[config.mk]
export PLATFORM = sky130hd
export DESIGN_NAME = memory_arbiter
export DESIGN_NICKNAME = d
export VERILOG_FILES = /design/src/rtl/cpu_types_pkg.sv /design/src/rtl/data_path_muxs_pkg.sv /design/src/rtl/arb_priority.sv /design/src/rtl/memory_arbiter.sv
export SDC_FILE = /design/constraint.sdc
export NUM_CORES = 1
export LEC_CHECK = 0
export ABC_CLOCK_PERIOD_IN_PS = 2200
export CORE_ASPECT_RATIO = 1.25
export CORE_MARGIN = 5
export CORE_UTILIZATION = 35
export CTS_CLUSTER_SIZE = 28
export DETAILED_ROUTE_END_ITERATION = 16
export GPL_TIMING_DRIVEN = 0
export PLACE_DENSITY = 0.78
export SLEW_MARGIN = 25
export SYNTH_ARGS = -nofsm -noshare
export SYNTH_HDL_FRONTEND = slang
export SYNTH_SLANG_ARGS = --single-unit
export TNS_END_PERCENT = 20
[constraint.sdc]
create_clock -name CLK -period 2.2 [get_ports CLK]
set_input_delay 0.44 -clock CLK [delete_from_list [all_inputs] [get_ports CLK]]
set_output_delay 0.44 -clock CLK [all_outputs]
set_load 0.005 [all_outputs]
[src/rtl/cpu_types_pkg.sv]
// Shared CPU-wide types: machine word and the RAM handshake state.
package cpu_types_pkg;

  typedef logic [31:0] word_t;

  typedef enum logic [1:0] {
    FREE   = 2'b00,
    BUSY   = 2'b01,
    ACCESS = 2'b10,
    ERROR  = 2'b11
  } ramstate_t;

endpackage

[src/rtl/data_path_muxs_pkg.sv]
// Arbiter FSM states, latched-transaction record and streak counter width.
package data_path_muxs_pkg;

  localparam int STREAK_W = 4;

  typedef enum logic [1:0] {
    IDLE = 2'b00,
    IBUS = 2'b01,
    DBUS = 2'b10,
    GAP  = 2'b11
  } arb_state_t;

  typedef enum logic [1:0] {
    OP_NONE   = 2'b00,
    OP_IFETCH = 2'b01,
    OP_DREAD  = 2'b10,
    OP_DWRITE = 2'b11
  } txn_op_t;

  typedef struct packed {
    txn_op_t              op;
    cpu_types_pkg::word_t addr;
    cpu_types_pkg::word_t store;
  } txn_t;

endpackage

[src/rtl/arb_priority.sv]
// Combinational grant decision: data wins unless the fairness streak has
// reached D_STREAK while an instruction fetch is waiting.
module arb_priority
  import data_path_muxs_pkg::*;
#(
  parameter int D_STREAK = 4
) (
  input  logic                i_req,
  input  logic                d_req,
  input  logic [STREAK_W-1:0] streak,
  input  logic                fair_en,
  output logic                grant_i,
  output logic                grant_d
);

  logic fair_turn;

  assign fair_turn = fair_en && i_req && (streak == STREAK_W'(D_STREAK));
  assign grant_d   = d_req && !fair_turn;
  assign grant_i   = i_req && !grant_d;

endmodule

[src/rtl/memory_arbiter.sv]
// Single-port RAM arbiter between ifetch and data requesters.
// Optional round-robin-ish fairness enabled by defining MEMORY_ARBITER_FAIRNESS_EN.
module memory_arbiter
  import cpu_types_pkg::*;
  import data_path_muxs_pkg::*;
#(
  parameter int D_STREAK = 4
) (
  input  logic      CLK,
  input  logic      RST,
  input  logic      iREN,
  input  word_t     iaddr,
  input  logic      dREN,
  input  logic      dWEN,
  input  word_t     daddr,
  input  word_t     dstore,
  output logic      iwait,
  output logic      dwait,
  output word_t     iload,
  output word_t     dload,
  output logic      ramREN,
  output logic      ramWEN,
  output word_t     ramaddr,
  output word_t     ramstore,
  input  word_t     ramload,
  input  ramstate_t ramstate,
  output logic      err
);

  arb_state_t          state_reg, state_next;
  txn_t                txn_reg;
  logic                abandon_reg;
  logic                d_req, grant_i, grant_d;
  logic                done, live_req, abandoned;
  logic [STREAK_W-1:0] streak;
  logic                fair_en;

  assign d_req     = dREN | dWEN;
  assign done      = (ramstate == ACCESS) || (ramstate == ERROR);
  assign live_req  = (state_reg == IBUS) ? iREN : d_req;
  // A requester that dropped at any point during its bus phase gets no completion.
  assign abandoned = abandon_reg || !live_req;

  arb_priority #(
    .D_STREAK (D_STREAK)
  ) u_arb_priority (
    .i_req   (iREN),
    .d_req   (d_req),
    .streak  (streak),
    .fair_en (fair_en),
    .grant_i (grant_i),
    .grant_d (grant_d)
  );

`ifdef MEMORY_ARBITER_FAIRNESS_EN
  logic [STREAK_W-1:0] streak_reg;

  always_ff @(posedge CLK) begin
    if (RST) begin
      streak_reg <= '0;
    end else if (state_reg == IDLE) begin
      if (grant_i) begin
        streak_reg <= '0;
      end else if (grant_d && iREN && (streak_reg != STREAK_W'(D_STREAK))) begin
        streak_reg <= streak_reg + 1'b1;
      end
    end
  end

  assign streak  = streak_reg;
  assign fair_en = 1'b1;
`else
  assign streak  = '0;
  assign fair_en = 1'b0;
`endif

  // State and transaction registers
  always_ff @(posedge CLK) begin
    if (RST) begin
      state_reg   <= IDLE;
      txn_reg     <= '0;
      abandon_reg <= 1'b0;
    end else begin
      state_reg <= state_next;
      case (state_reg)
        IDLE: begin
          abandon_reg <= 1'b0;
          if (grant_d) begin
            txn_reg <= '{op: (dWEN ? OP_DWRITE : OP_DREAD), addr: daddr, store: dstore};
          end else if (grant_i) begin
            txn_reg <= '{op: OP_IFETCH, addr: iaddr, store: '0};
          end
        end
        IBUS, DBUS: begin
          if (!live_req) abandon_reg <= 1'b1;
        end
        default: ;
      endcase
    end
  end

  always_comb begin
    state_next = state_reg;
    case (state_reg)
      IDLE: begin
        if (grant_d)      state_next = DBUS;
        else if (grant_i) state_next = IBUS;
      end
      IBUS, DBUS: begin
        if (done) state_next = GAP;
      end
      GAP:     state_next = IDLE;
      default: state_next = IDLE;
    endcase
  end

  always_comb begin
    iwait    = 1'b1;
    dwait    = 1'b1;
    iload    = '0;
    dload    = '0;
    ramREN   = 1'b0;
    ramWEN   = 1'b0;
    ramaddr  = '0;
    ramstore = '0;
    err      = 1'b0;
    if (state_reg == IBUS || state_reg == DBUS) begin
      ramREN   = (txn_reg.op != OP_DWRITE);
      ramWEN   = (txn_reg.op == OP_DWRITE);
      ramaddr  = txn_reg.addr;
      ramstore = txn_reg.store;
      if (done) begin
        err = (ramstate == ERROR);
        if (!abandoned) begin
          if (state_reg == IBUS) begin
            iwait = 1'b0;
            iload = ramload;
          end else begin
            dwait = 1'b0;
            dload = ramload;
          end
        end
      end
    end
  end

endmodule

==> out/metrics.yaml <==
floorplan:
  start_util: 0.359
  io_pins: 268
  row_count: 42
  die_width_um: 103
  die_area_um2: 13100
  die_height_um: 127
  core_um2: 10600
sta:
  fmax_mhz: 405
  final_hold_viol_count: 0
  tightestPinTransition_ns: 0.701
  slew_headroom: 0.532
  setup_viol: 65
  finalMaxSlewViolations: 0
  finalClockSkew_ns: 0.00810
  post-route-period-util: 1.12
  finalWorstSetupSlack_ns: -0.270
  rsz0062_at_grt: "yes"
  fin_crit_ns: 2.47
clock_network:
  cts_buffers: 9
  clkTransAtPathRegs_ns: 0.06
  cts_hold_buf: 0
  cts_sinks: 69
  clock-root-buffer: "clkbuf_16"
  clk_latency_ns: 0.34
  cts_buffer_depth: 2
  h-tree-depth: 3
  cts_tree: "built"
power:
  leakage_nw: 3.50
  power_density_nw_per_um2: 1000
  p_total_mw: 7.27
  worst_ir_drop_vdd_v: 0.000541
synth:
  async_flop_share: 0
  synth.largest_area_cell: "dfxtp_1"
  synth_cell_types: 31
  synth_enable_flop_cells: 0
  syn-cell-area_um2: 3810
  synth_seq_cells: 69
  syn_inst: 435
  syn_nets: 573
  avgSynthCellArea_um2: 8.75
  synth.yosys.seq_area_share: 0.363
  synthTopCellsByArea: "dfxtp_1 36%, and2_1 21%, a311oi_2 11%, a22o_1 7.4%, o21ai_0 4.2%"
  netlist.area_leader.share: 0.363
  synth.yosys.warnings: 0
  synth_ff_type: "dfxtp_1"
placed_design:
  port_buffers: 266
  post-place-ws_ns: -0.812
  placed_area_um2: 6640
  post-dp-hpwl_mm: 13.4
  gp_congestion: 0.886
routing:
  via_count: 4408
  wl_per_cell_um: 19.6
  wirelength_mm: 17.2
  antenna_left: 0
  drc: 0
  dr.pass1.iters: 4
  drtIter0Drc: 164
  via_per_inst: 5.04
finish:
  postLayoutCellArea_um2: 7270
  final_core_util: 0.685
  largest_reg_flops: 66
  multiInputGateArea_um2: 2320
  syn2layout_area_growth_pct: 90.9
  drive_gt1_frac: 0.306
  final_common_cell: "clkdlybuf4s50_1"
  regArea_um2: 1390
  layout_common_cells: "130 x clkdlybuf4s50_1, 102 x and2_1, 67 x dfxtp_1, 52 x buf_2, 45 x buf_6"
  num-fill-cells: 842
  fin_nets: 872
setup_path:
  cp.required_ns: 1.76
  worst_setup_path_start_kind: "flop"
  crit_arrival_ns: 2.03
  path_class: "flop to output port"
  crit_fanout: 7
  cp-end-kind: "output port"
global_routing:
  track_usage: 0.249
  antenna_found_initial: 4
  grt_pass1_vias: 4675
  grt_pass1_wl_mm: 25.0
  grt_start_max_net_pins: 13
  gr-total-overflow: 0
run_status:
  violations: "negative setup slack"
  outcome: "finished with violations"
run:
  maxCapViolCount: 0
worst_hold_path:
  hp-class: "flop to flop"
## power breakdown
group | internal (mW) | switching [mW] | total, mW
registers | 1.65 | 0.204 | 1.86
clock network | 0.910 | 0.555 | 1.46
logic | 2.11 | 1.84 | 3.95
total | 4.67 | 2.60 | 7.27
## cells in the mapped netlist, types with 4 or more instances
library cell	number
and2_1	128
dfxtp_1	69
a22o_1	32
o21ai_0	32
nand2_1	30
nor2_1	30
a311oi_2	28
clkbuf_1	16
buf_2	15
inv_1	8
a21oi_1	6
buf_4	4
clkbuf_2	4
mux2i_1	4
## timing repair
| action | 4_1_cts | 5_1_grt |
|---|---|---|
| endpoints found under the setup margin | 133 | 131 |
| gates resized for setup | 425 | 103 |
| buffers inserted | 14 | 6 |
| gates cloned | 4 | 0 |
| pin swaps | 23 | 14 |
| hold endpoints to repair | 0 | 0 |
## logic make-up after synthesis
kind of cell    count (synthesis)  share of synthesized area
fa+ha+maj                       3                    0.00986
mux                             4                     0.0105
flops                          69                      0.363
simple gates                  201                      0.299
buf+inv                        49                     0.0624
compound gates                109                      0.256
## per-stage QoR
step | hold WS, ns | instances | setup TNS, ns
5_1_grt | 0.482 | 875 | -14.90
6_report | 0.470 | 875 | -9.95
3_3_place_gp | 0.449 | 833 | -63.36
2_1_floorplan | 0.434 | 435 | 0
3_5_place_dp | 0.452 | 833 | -67.42
4_1_cts | 0.469 | 867 | -25.24
## layer usage
metal / GRT usage / wire length [um] / vias up / share of wire
li1: - / - / 2096 / -
met1: 0.229 / 5470 / 2074 / 0.32
met2: 0.477 / 9270 / 197 / 0.54
met3: 0.0813 / 1640 / 41 / 0.095
met4: 0.116 / 793 / 0 / 0.046
met5: 0 / 0 / - / 0
## worst max-delay path: stages (launching register included)
cell and delay, ns:
dfxtp_4 0.36, buf_4 0.14, ha_4 0.17, nor2b_4 0.14, nor4_4 0.26, buf_6 0.17
buf_4 0.11, clkbuf_8 0.12, and2_1 0.11, buf_2 0.10
## final timing paths
path	cells after the start	slack, ns	to	startpoint
worst max-delay path	9	-0.27	iload[27]	state_reg[0]
worst min-delay path	1	0.47	txn_reg[23]	txn_reg[23]
worst max register to register	7	0.42	txn_reg[10]	state_reg[1]
worst min register to register	1	0.47	txn_reg[23]	txn_reg[23]
## final cells by class
cell class,instances,area share
Clock inverter,5,0.00826
Sequential cell,69,0.191
Clock buffer,11,0.0334
Multi-Input combinational cell,317,0.319
Timing Repair Buffer,289,0.375
Inverter,8,0.00482
Tap cell,132,0.0227
Antenna cell,4,0.00138
Buffer,40,0.0442
(Power assumes the default switching activity.)
